## src/rtl/pipe_addsub.sv

```systemverilog
// rtl/pipe_addsub.sv - pipelined add/subtract unit, carry rippling one chunk per stage
// Stage k adds chunk k; the final stage also applies overflow detection and saturation.
module pipe_addsub #(
  parameter int WIDTH  = 32,
  parameter int STAGES = 2
) (
  input  logic             i_clk,
  input  logic             i_rst,
  input  logic             i_valid,
  output logic             o_ready,
  input  logic [WIDTH-1:0] i_value_a,
  input  logic [WIDTH-1:0] i_value_b,
  input  logic             i_sub,
  input  logic [1:0]       i_mode,
  output logic             o_valid,
  input  logic             i_ready,
  output logic [WIDTH-1:0] o_result,
  output logic             o_carry,
  output logic             o_overflow
);

  localparam int CW = WIDTH / STAGES;
  localparam int L  = STAGES - 1;

  logic [STAGES:0]   en;
  logic [STAGES-1:0] vld, c_q;
  logic [WIDTH-1:0]  a_q [STAGES];
  logic [WIDTH-1:0]  b_q [STAGES];
  logic [WIDTH-1:0]  s_q [STAGES];
  logic [2:0]        ctl_q [STAGES];

  logic [STAGES-1:0] vld_in, c_in;
  logic [WIDTH-1:0]  a_in [STAGES];
  logic [WIDTH-1:0]  b_in [STAGES];
  logic [WIDTH-1:0]  s_in [STAGES];
  logic [WIDTH-1:0]  s_d  [STAGES];
  logic [2:0]        ctl_in [STAGES];
  logic [CW:0]       csum [STAGES];

  logic [WIDTH-1:0]  raw, sat_val, res_d;
  logic              carry_f, ovf_d, ovf_q;
  logic              a_msb, b_msb, r_msb;

  // Bubble-collapsing advance: a stage moves when empty or when the next one moves.
  always_comb begin
    en[STAGES] = i_ready;
    for (int k = STAGES - 1; k >= 0; k--) begin
      en[k] = !vld[k] || en[k+1];
    end
  end

  assign o_ready = en[0];

  // Stage inputs: stage 0 takes the port (B inverted for sub), later stages take the previous register.
  always_comb begin
    vld_in[0] = i_valid;
    a_in[0]   = i_value_a;
    b_in[0]   = i_sub ? ~i_value_b : i_value_b;
    c_in[0]   = i_sub;
    s_in[0]   = '0;
    ctl_in[0] = {i_sub, i_mode};
    for (int k = 1; k < STAGES; k++) begin
      vld_in[k] = vld[k-1];
      a_in[k]   = a_q[k-1];
      b_in[k]   = b_q[k-1];
      c_in[k]   = c_q[k-1];
      s_in[k]   = s_q[k-1];
      ctl_in[k] = ctl_q[k-1];
    end
    for (int k = 0; k < STAGES; k++) begin
      csum[k] = {1'b0, a_in[k][k*CW +: CW]} + {1'b0, b_in[k][k*CW +: CW]}
              + {{CW{1'b0}}, c_in[k]};
      s_d[k]  = s_in[k];
      s_d[k][k*CW +: CW] = csum[k][CW-1:0];
    end
  end

  // Final-stage mode handling; ctl is {sub, signed, saturate}.
  always_comb begin
    raw     = s_d[L];
    carry_f = csum[L][CW];
    a_msb   = a_in[L][WIDTH-1];
    b_msb   = b_in[L][WIDTH-1];
    r_msb   = raw[WIDTH-1];
    if (ctl_in[L][1]) begin
      ovf_d   = (a_msb == b_msb) && (r_msb != a_msb);
      sat_val = a_msb ? {1'b1, {(WIDTH-1){1'b0}}} : {1'b0, {(WIDTH-1){1'b1}}};
    end else begin
      ovf_d   = ctl_in[L][2] ? !carry_f : carry_f;
      sat_val = ctl_in[L][2] ? '0 : '1;
    end
    res_d = (ctl_in[L][0] && ovf_d) ? sat_val : raw;
  end

  always_ff @(posedge i_clk or posedge i_rst) begin
    if (i_rst) begin
      vld   <= '0;
      c_q   <= '0;
      ovf_q <= 1'b0;
      for (int k = 0; k < STAGES; k++) begin
        a_q[k]   <= '0;
        b_q[k]   <= '0;
        s_q[k]   <= '0;
        ctl_q[k] <= '0;
      end
    end else begin
      for (int k = 0; k < STAGES; k++) begin
        if (en[k]) begin
          vld[k] <= vld_in[k];
          if (vld_in[k]) begin
            a_q[k]   <= a_in[k];
            b_q[k]   <= b_in[k];
            s_q[k]   <= (k == L) ? res_d : s_d[k];
            c_q[k]   <= csum[k][CW];
            ctl_q[k] <= ctl_in[k];
          end
        end
      end
      if (en[L] && vld_in[L]) begin
        ovf_q <= ovf_d;
      end
    end
  end

  assign o_valid    = vld[L];
  assign o_result   = s_q[L];
  assign o_carry    = c_q[L];
  assign o_overflow = ovf_q;

endmodule

```

## config.mk

```make
export PLATFORM = sky130hd
export DESIGN_NAME = pipe_addsub
export DESIGN_NICKNAME = d
export VERILOG_FILES = /design/src/rtl/pipe_addsub.sv
export SDC_FILE = /design/constraint.sdc
export NUM_CORES = 1
export LEC_CHECK = 0
export CAP_MARGIN = 20
export CORE_MARGIN = 8
export CORE_UTILIZATION = 34
export DETAILED_ROUTE_END_ITERATION = 16
export GPL_ROUTABILITY_DRIVEN = 0
export SLEW_MARGIN = 10
export SYNTH_ARGS = -nofsm -noshare
export SYNTH_HDL_FRONTEND = slang
export SYNTH_SLANG_ARGS = --single-unit
export TNS_END_PERCENT = 10
```

## constraint.sdc

```tcl
create_clock -name i_clk -period 3.2 [get_ports i_clk]
set_input_delay 0.32 -clock i_clk [delete_from_list [all_inputs] [get_ports i_clk]]
set_output_delay 0.32 -clock i_clk [all_outputs]
set_load 0.1 [all_outputs]
```

==> impl_results.md, run 1 <==
- Row count: 46
- Half-perimeter wire length of the detailed placement result: 10,700 um
- Die Y-Extent: 142 um
- Largest net degree at the start of global routing: 51
- Aggregate global routing overflow: 0
- Register-to-Register Setup Slack: 90 ps
- Least setup slack across all paths after layout: 86.4 ps
- Leading cell type in the layout, fill and taps excluded: clkdlybuf4s50_1
- Final standard cell area without fillers: 7180 um2
- Number of instances in the synthesized netlist: 543
- Data arrival time at the worst-slack endpoint: 3350 ps
- CTS tree: yes
- Top FF cell, synth: dfrtp_1
- Worst-skew pair later-pin latency: 340 ps
- Clk buf depth: 2
- Reg2Reg Depth: 13
- Cell variety after synth: 57
- Post-placement cell area: 6750 um2
- Die outline width: 142 um
- Kind of critical path: flip-flop to flip-flop
- Final critical-path share of the clock period: 97.3%
- Clock transition time at the flip-flop clock pins of the worst setup and hold paths: 70 ps
- Endpoint of the most critical register-to-register path: o_result[26]$_DFFE_PP0P_
- Wire length of the first global-routing pass: 22,300 um
- Number of enable flip-flop cells after synthesis: 0
- Fraction of the yosys area taken by sequential cells: 41.1%
- Number of CTS-inserted buffers: 9
- Global-route total usage across every layer: 13.8%
- DRC viols: 0
- Deepest level of the CTS H-tree: 3
- Max Slew Vio Count: 0
- Number of hold violations in the final report: 0
- Max FO, Critical Path: 6
- Maximum frequency from static timing analysis: 321 MHz
- Initial standard-cell utilization of the core: 34.2%
- Port Buffer Count: 106
- Max-cap viol count: 0
- Top-Level Pins: 107
- CORE AREA: 15,700 um2
- Die footprint: 20,000 um2
- Pin slew with the least headroom to its limit: 1030 ps
- Hold_buf cts: 0
- Count of nets after finishing: 758
- WL/cell: 15.8 um
- Synthesized cell area: 5360 um2
- Share of final-layout standard cells stronger than drive strength 1: 14.0%
- Async S/R FF share, synth: 100%
- Worst-case headroom to the max-slew limit: 31.2%
- Highest-count cells in the layout ignoring fill and taps: clkdlybuf4s50_1, nand2_1, dfrtp_1
- WP data required: 3440 ps
- Final core utilization: 45.9%
- Antenna Cells: 0
- Synth warnings: 0
- Minimum clock period after layout: 3110 ps
- Post-Place Setup Slack: -7.04 ps
- Vias: 4,361
- Yosys reg bits: 88
- Clock sink count: 88
- Final setup viols: 0
- Via count of the first global-routing pass: 4,334
- Post-DRT Antenna Nets: 0
- Run status: finished, final reports clean
- Initial antenna violation count: 0
- Power density over cell area: 861 nW/um2
- Clock skew: 5.22 ps
- Path type of the worst min-delay path: input port to async pin
- CP Launch Type: flip-flop
- Detailed Route WL: 13,800 um
- Leak pwr: 0.00305 uW
- Reg2Reg Launch Point: b_in[16]$_DFFE_PP0P_
- Syn nets: 647
- Area Overhead vs Synth: 34.0%
- Setup repair after global routing missed its margin: true
- Clock Root Buffer: clkbuf_16
- Worst Setup End Kind: flip-flop
- Number of design-rule violations left by the first detailed-router iteration: 261
- Worst voltage drop across the vdd grid: 0.000526 V
- Via-per-instance ratio: 4.98
- Post-synthesis average cell area: 9.87 um2
- Drt first pass iters: 6
-- report_power, final --
group / switching [uW] / total (uW) / internal, uW / leakage, uW
logic: 2380 / 3440 / 1060 / 0.00183
clock network: 452 / 1090 / 637 / 0.000154
registers: 215 / 1650 / 1440 / 0.00107
-- worst max-delay path, cell delays in order, from the launching register on --
cell and delay, ps:
dfrtp_1 400, fa_2 420, inv_2 70, fa_2 200, and2b_1 190, o211ai_1 180
buf_4 170, a21oi_2 60, a211o_1 300, o211ai_1 230, buf_4 180, o2111ai_4 260
clkbuf_16 270, o311ai_2 60
-- per-layer routing --
metal	share of wire, %	up-vias	global-route usage [%]
li1	-	2157	-
met1	46	2091	18.2
met2	48	104	22.2
met3	4.5	9	2.59
met4	1.1	0	4.35
met5	0	-	0
-- area by class of cell --
cell class	instances	area, um2
sequential	88	2200
clock buffer	10	239
timing repair buffer	129	1320
fill	1493	8470
inverter	11	42.5
clock inverter	6	73.8
multi-input combinational	415	3030
tap	216	270
-- worst max path at each step --
| stage | to | cells after the start | slack, ps | startpoint |
|---|---|---|---|---|
| after floorplan | c_q[0]$_DFFE_PP0P_ | 11 | 40 | i_sub |
| after CTS | o_result[5]$_DFFE_PP0P_ | 13 | 40 | c_q[0]$_DFFE_PP0P_ |
| after detailed placement | c_q[0]$_DFFE_PP0P_ | 10 | -7 | i_value_b[0] |
| after global placement | c_q[0]$_DFFE_PP0P_ | 10 | 30 | i_value_b[0] |
| final | o_result[26]$_DFFE_PP0P_ | 13 | 90 | b_in[16]$_DFFE_PP0P_ |
| after global routing | o_result[30]$_DFFE_PP0P_ | 13 | -50 | b_in[16]$_DFFE_PP0P_ |
-- synth_stat cells, types with 11 or more instances --
cell | number | area share [%]
a21oi_1 | 25 | 2.3
clkbuf_1 | 16 | 1.1
dfrtp_1 | 88 | 41
ha_1 | 30 | 7.0
inv_1 | 11 | 0.77
mux2_2 | 21 | 4.4
nand2_1 | 102 | 7.1
nor2_1 | 15 | 1.1
o211ai_1 | 24 | 3.4
o21ai_0 | 41 | 3.8
o311ai_2 | 11 | 3.3
xnor2_1 | 23 | 3.8
xor2_1 | 29 | 4.7
-- flip-flops by register name, summed over array words and instances, names as in the netlist --
register	flops
a_in	16
raw	16
c_q	2
b_in	16
ctl_in	3
vld	2
o_result	32
o_overflow	1
-- timing repair --
item,4_1_cts,5_1_grt
buffers inserted,0,4
pin swaps,0,10
endpoints found under the setup margin,10,32
gates resized for setup,1,11
gates cloned,0,2
-- per-stage QoR --
step	hold WS [ps]	std cells	power [uW]	setup TNS, ps
after floorplan	428	543	4170	0
after global placement	465	854	5020	0
after detailed placement	472	854	5070	-7.04
after CTS	440	870	6180	0
after global routing	497	875	6500	-644
final	412	875	6190	0
-- kinds of logic after synthesis --
family                     after synthesis  synth area share (%)
and+or+nand+nor                        152                  12.3
xor gates and xnor gates                52                  8.50
adders and majority gates               33                  8.12
buffers and inverters                   40                  3.34
DFF                                     88                  41.1
muxes                                   25                  5.16
AOI/OAI and AO/OA                      153                  21.5
No activity file was read; power rests on OpenSTA's default activity.
==> inputs of run 2 (changes only) <==
--- a/config.mk
+++ b/config.mk
@@ -10,6 +10,7 @@
 export CORE_UTILIZATION = 34
 export DETAILED_ROUTE_END_ITERATION = 16
 export GPL_ROUTABILITY_DRIVEN = 0
+export MAX_ROUTING_LAYER = met4
 export SLEW_MARGIN = 10
 export SYNTH_ARGS = -nofsm -noshare
 export SYNTH_HDL_FRONTEND = slang
==> impl_results.md, run 2 (synthesized netlist as in run 1, its figures left out) <==
- Run status: finished, final reports clean
- Clock sink count: 88
- CP Launch Type: flip-flop
- Worst Setup End Kind: flip-flop
- Max-cap viol count: 0
- Port Buffer Count: 106
- Die footprint: 20,000 um2
- DRC viols: 0
- Via-per-instance ratio: 4.96
- Cell Count Post-Placement: 854
- Antenna Cells: 0
- Leak pwr: 0.00305 uW
- Data arrival time at the worst-slack endpoint: 3350 ps
- Initial standard-cell utilization of the core: 34.2%
- Final TNS setup: 0 ps
- Worst-skew pair later-pin latency: 340 ps
- Row count: 46
- Kind of critical path: flip-flop to flip-flop
- Vias: 4,343
- Top-Level Pins: 107
- WP data required: 3440 ps
- Path type of the worst min-delay path: input port to async pin
- WL/cell: 15.9 um
- Post-DRT Antenna Nets: 0
- Clock skew: 6.31 ps
- Half-perimeter wire length of the detailed placement result: 10,700 um
- Worst-case headroom to the max-slew limit: 31.3%
- Clock Root Buffer: clkbuf_16
- Deepest level of the CTS H-tree: 3
- CTS tree: yes
- Area Overhead vs Synth: 34.0%
- Highest-count cells in the layout ignoring fill and taps: clkdlybuf4s50_1, nand2_1, dfrtp_1
- Multi-input combinational cell area: 3030 um2
- Number of design-rule violations left by the first detailed-router iteration: 256
- Die Y-Extent: 142 um
- Via count of the first global-routing pass: 4,336
- Max FO, Critical Path: 6
- Largest delay contributor family on the critical path: compound AO/OA/AOI/OAI gates
- Worst voltage drop across the vdd grid: 0.000526 V
- Hold_buf cts: 0
- Setup repair after global routing missed its margin: true
- Clk buf depth: 2
- Number of buffers and inverters on the critical path: 4
- Largest stage delay, worst path: 420 ps
- Wire length of the first global-routing pass: 22,300 um
- Initial antenna violation count: 0
- Share of final-layout standard cells stronger than drive strength 1: 14.0%
- Tightest hold margin: 411 ps
- Final critical-path share of the clock period: 97.4%
- Minimum clock period after layout: 3120 ps
- Cell-by-cell trace of the critical path: fa_2 -> inv_2 -> fa_2 -> and2b_1 -> o211ai_1 -> buf_4 -> a21oi_2 -> a211o_1 -> o211ai_1 -> buf_4 -> o2111ai_4 -> clkbuf_16 -> o311ai_2
- Drt first pass iters: 4
- Count of nets after finishing: 758
- Final setup viols: 0
- Storage element area: 2200 um2
- Largest net degree at the start of global routing: 51
- Pin slew with the least headroom to its limit: 1030 ps
- Aggregate global routing overflow: 0
- Detailed Route WL: 13,900 um
- Number of hold violations in the final report: 0
- Final cell count without fillers: 875
- Slowest cell on the critical path: fa_2
- Power density over cell area: 861 nW/um2
- Number of CTS-inserted buffers: 9
- Clock transition time at the flip-flop clock pins of the worst setup and hold paths: 70 ps
- CORE AREA: 15,700 um2
- Global-route total usage across every layer: 14.2%
- Maximum frequency from static timing analysis: 321 MHz
- Leading cell type in the layout, fill and taps excluded: clkdlybuf4s50_1
- Filler instances: 1,493
- Largest register FFs: 32
- Max Slew Vio Count: 0
- Die outline width: 142 um
==> run 2: per-layer routing <==
layer / up-vias / track usage [%] / wire length, um
li1: 2154 / - / -
met1: 2087 / 18.6 / 6460
met2: 93 / 22.3 / 6680
met3: 9 / 2.08 / 570
met4: 0 / 4.35 / 154
met5: - / - / 0
==> run 2: final timing paths <==
kind	start	end	slack, ps	depth (start not counted)
setup / recovery	b_in[16]$_DFFE_PP0P_	o_result[26]$_DFFE_PP0P_	80	13
setup reg to reg	b_in[16]$_DFFE_PP0P_	o_result[26]$_DFFE_PP0P_	80	13
hold reg to reg	raw[7]$_DFFE_PP0P_	raw[7]$_DFFE_PP0P_	480	2
hold / removal	i_rst	o_result[1]$_DFFE_PP0P_	410	2
max in group asynchronous	i_rst	a_in[22]$_DFFE_PP0P_	2090	3
min in group i_clk	raw[7]$_DFFE_PP0P_	raw[7]$_DFFE_PP0P_	480	2
==> run 2: layout make-up <==
| class | instances | share of cell area, % |
|---|---|---|
| Clock inverter | 6 | 1.03 |
| Clock buffer | 10 | 3.33 |
| Inverter | 11 | 0.592 |
| Timing Repair Buffer | 129 | 18.4 |
| Multi-Input combinational cell | 415 | 42.2 |
| Sequential cell | 88 | 30.7 |
| Tap cell | 216 | 3.76 |
==> run 2: timing repair <==
item	CTS	global route
cloned	0	2
buffers inserted	0	4
pin swaps	0	10
endpoints found under the setup margin	10	32
resized for setup	1	11
==> run 2: power breakdown <==
part / switching (uW) / internal [uW]
clock: 453 / 637
sequential: 216 / 1440
combinational: 2390 / 1060
total: 3060 / 3130
==> run 2: stage by stage <==
step           instance area (um2)  setup WS (ps)  total power (uW)  util, %
5_1_grt                       7180          -46.9              6500     45.9
3_5_place_dp                  6750          -7.04              5070     43.1
3_3_place_gp                  6750           33.3              5020     43.1
6_report                      7180           84.7              6190     45.9
2_1_floorplan                 5360           39.5              4170        -
4_1_cts                       7070           43.3              6180     45.1
==> inputs of run 3 (changes only) <==
--- a/config.mk
+++ b/config.mk
@@ -9,6 +9,7 @@
 export CORE_MARGIN = 8
 export CORE_UTILIZATION = 34
 export DETAILED_ROUTE_END_ITERATION = 16
+export DONT_BUFFER_PORTS = 1
 export GPL_ROUTABILITY_DRIVEN = 0
 export MAX_ROUTING_LAYER = met4
 export SLEW_MARGIN = 10
==> impl_results.md, run 3 (synthesized netlist as in run 1, its figures left out) <==
- Clock transition time at the flip-flop clock pins of the worst setup and hold paths: 60 ps
- Max FO, Critical Path: 10
- Highest-count cells in the layout ignoring fill and taps: nand2_1, dfrtp_1, o21ai_0
- Max Slew Vio Count: 0
- Leading cell type in the layout, fill and taps excluded: nand2_1
- Clock Root Buffer: clkbuf_16
- Row count: 46
- Vias: 4,001
- Count of nets after finishing: 655
- Initial antenna violation count: 4
- Top-Level Pins: 107
- Clock sink count: 88
- Share of final-layout standard cells stronger than drive strength 1: 15.8%
- Run status: finished, final reports clean
- Via-per-instance ratio: 5.16
- Largest register FFs: 32
- Via count of the first global-routing pass: 3,831
- CORE AREA: 15,700 um2
- Minimum clock period after layout: 3100 ps
- Power density over cell area: 919 nW/um2
- Number of design-rule violations left by the first detailed-router iteration: 270
- Initial standard-cell utilization of the core: 34.2%
- Largest stage delay, worst path: 420 ps
- WL/cell: 17.4 um
- WP data required: 3430 ps
- Final critical-path share of the clock period: 97.0%
- Post-DRT Antenna Nets: 0
- Area Overhead vs Synth: 14.0%
- Detailed Route WL: 13,500 um
- Clock skew: 7.10 ps
- Worst Setup End Kind: flip-flop
- Maximum frequency from static timing analysis: 322 MHz
- Worst voltage drop across the vdd grid: 0.000393 V
- CTS tree: yes
- Drt first pass iters: 4
- Path type of the worst min-delay path: input port to flip-flop
- Data arrival time at the worst-slack endpoint: 3330 ps
- Deepest level of the CTS H-tree: 3
- Worst-skew pair later-pin latency: 340 ps
- Max-cap viol count: 0
- Final core utilization: 39.0%
- Port Buffer Count: 0
- Final setup viols: 0
- Die Y-Extent: 142 um
- Half-perimeter wire length of the detailed placement result: 10,400 um
- Aggregate global routing overflow: 0
- Slowest cell on the critical path: fa_2
- Number of CTS-inserted buffers: 9
- Pin slew with the least headroom to its limit: 993 ps
- Worst-case headroom to the max-slew limit: 33.8%
- Global-route total usage across every layer: 13.5%
- Largest net degree at the start of global routing: 46
- Final cell count without fillers: 776
- Die footprint: 20,000 um2
- Kind of critical path: flip-flop to flip-flop
- Die outline width: 142 um
- Leak pwr: 0.00263 uW
- Number of hold violations in the final report: 0
- DRC viols: 0
- Cell Count Post-Placement: 746
- Cell-by-cell trace of the critical path: fa_2 -> inv_2 -> fa_2 -> and2b_1 -> o211ai_1 -> buf_4 -> a21oi_2 -> a211o_1 -> o211ai_1 -> buf_4 -> o2111ai_4 -> buf_6 -> buf_12 -> o311ai_2
- Wire length of the first global-routing pass: 20,900 um
- Final TNS setup: 0 ps
- Clk buf depth: 2
- CP Launch Type: flip-flop
run 3: area by class of cell:
type / instances / area, um2
Tap cell: 216 / 270
Multi-Input combinational cell: 415 / 3020
Timing Repair Buffer: 26 / 273
Clock inverter: 2 / 12.5
Clock buffer: 14 / 274
Inverter: 11 / 42.5
Antenna cell: 4 / 10.0
Fill cell: 1575 / 9550
Sequential cell: 88 / 2200
run 3: path summary, 6_finish.rpt:
kind	startpoint	to	slack, ps	cells after the start
setup / recovery	c_q[0]$_DFFE_PP0P_	o_result[17]$_DFFE_PP0P_	100	14
hold / removal	i_valid	vld[0]$_DFFE_PP0N_	110	1
setup reg to reg	c_q[0]$_DFFE_PP0P_	o_result[17]$_DFFE_PP0P_	100	14
hold reg to reg	raw[14]$_DFFE_PP0P_	raw[14]$_DFFE_PP0P_	490	2
max in group asynchronous	i_rst	b_in[21]$_DFFE_PP0P_	1960	3
min in group asynchronous	i_rst	o_result[2]$_DFFE_PP0P_	410	2
run 3: timing repair:
| action | 4_1_cts | 5_1_grt |
|---|---|---|
| hold buffers | 1 | 0 |
| buffers inserted | 0 | 8 |
| setup endpoints to repair | 0 | 30 |
| resized for setup | 0 | 11 |
| endpoints found under the hold margin | 20 | 0 |
run 3: power by group:
part           internal [uW]  switching, uW  leakage [uW]
combinational            669            792       0.00142
sequential              1400           1750       0.00107
clock                    589            413      0.000139
run 3: critical path, delay by kind of cell (launching register included):
kind / cells / cell delay, ps
AOI/OAI and AO/OA: 6 / 1030
buffers and inverters: 5 / 750
adders and majority gates: 2 / 630
DFF: 1 / 400
and+or+nand+nor: 1 / 190
run 3: layer usage:
metal / vias up / share of wire, % / wire length (um) / GRT usage (%)
li1: 1956 / - / - / -
met1: 1944 / 45 / 6120 / 17.3
met2: 90 / 47 / 6310 / 19.9
met3: 11 / 6.2 / 841 / 4.07
met4: 0 / 1.5 / 206 / 4.80
met5: - / 0 / 0 / -
run 3: metrics by stage:
stage                     hold slack [ps]  setup WS (ps)  instance area, um2  power, uW
after floorplan                       428           39.5                5360       4170
after global placement                188           96.2                5660       4540
after detailed placement              198           59.4                5660       4580
after CTS                             110           38.7                5950       5590
after global routing                  106          -56.2                6110       5910
final                                 109           95.7                6110       5620
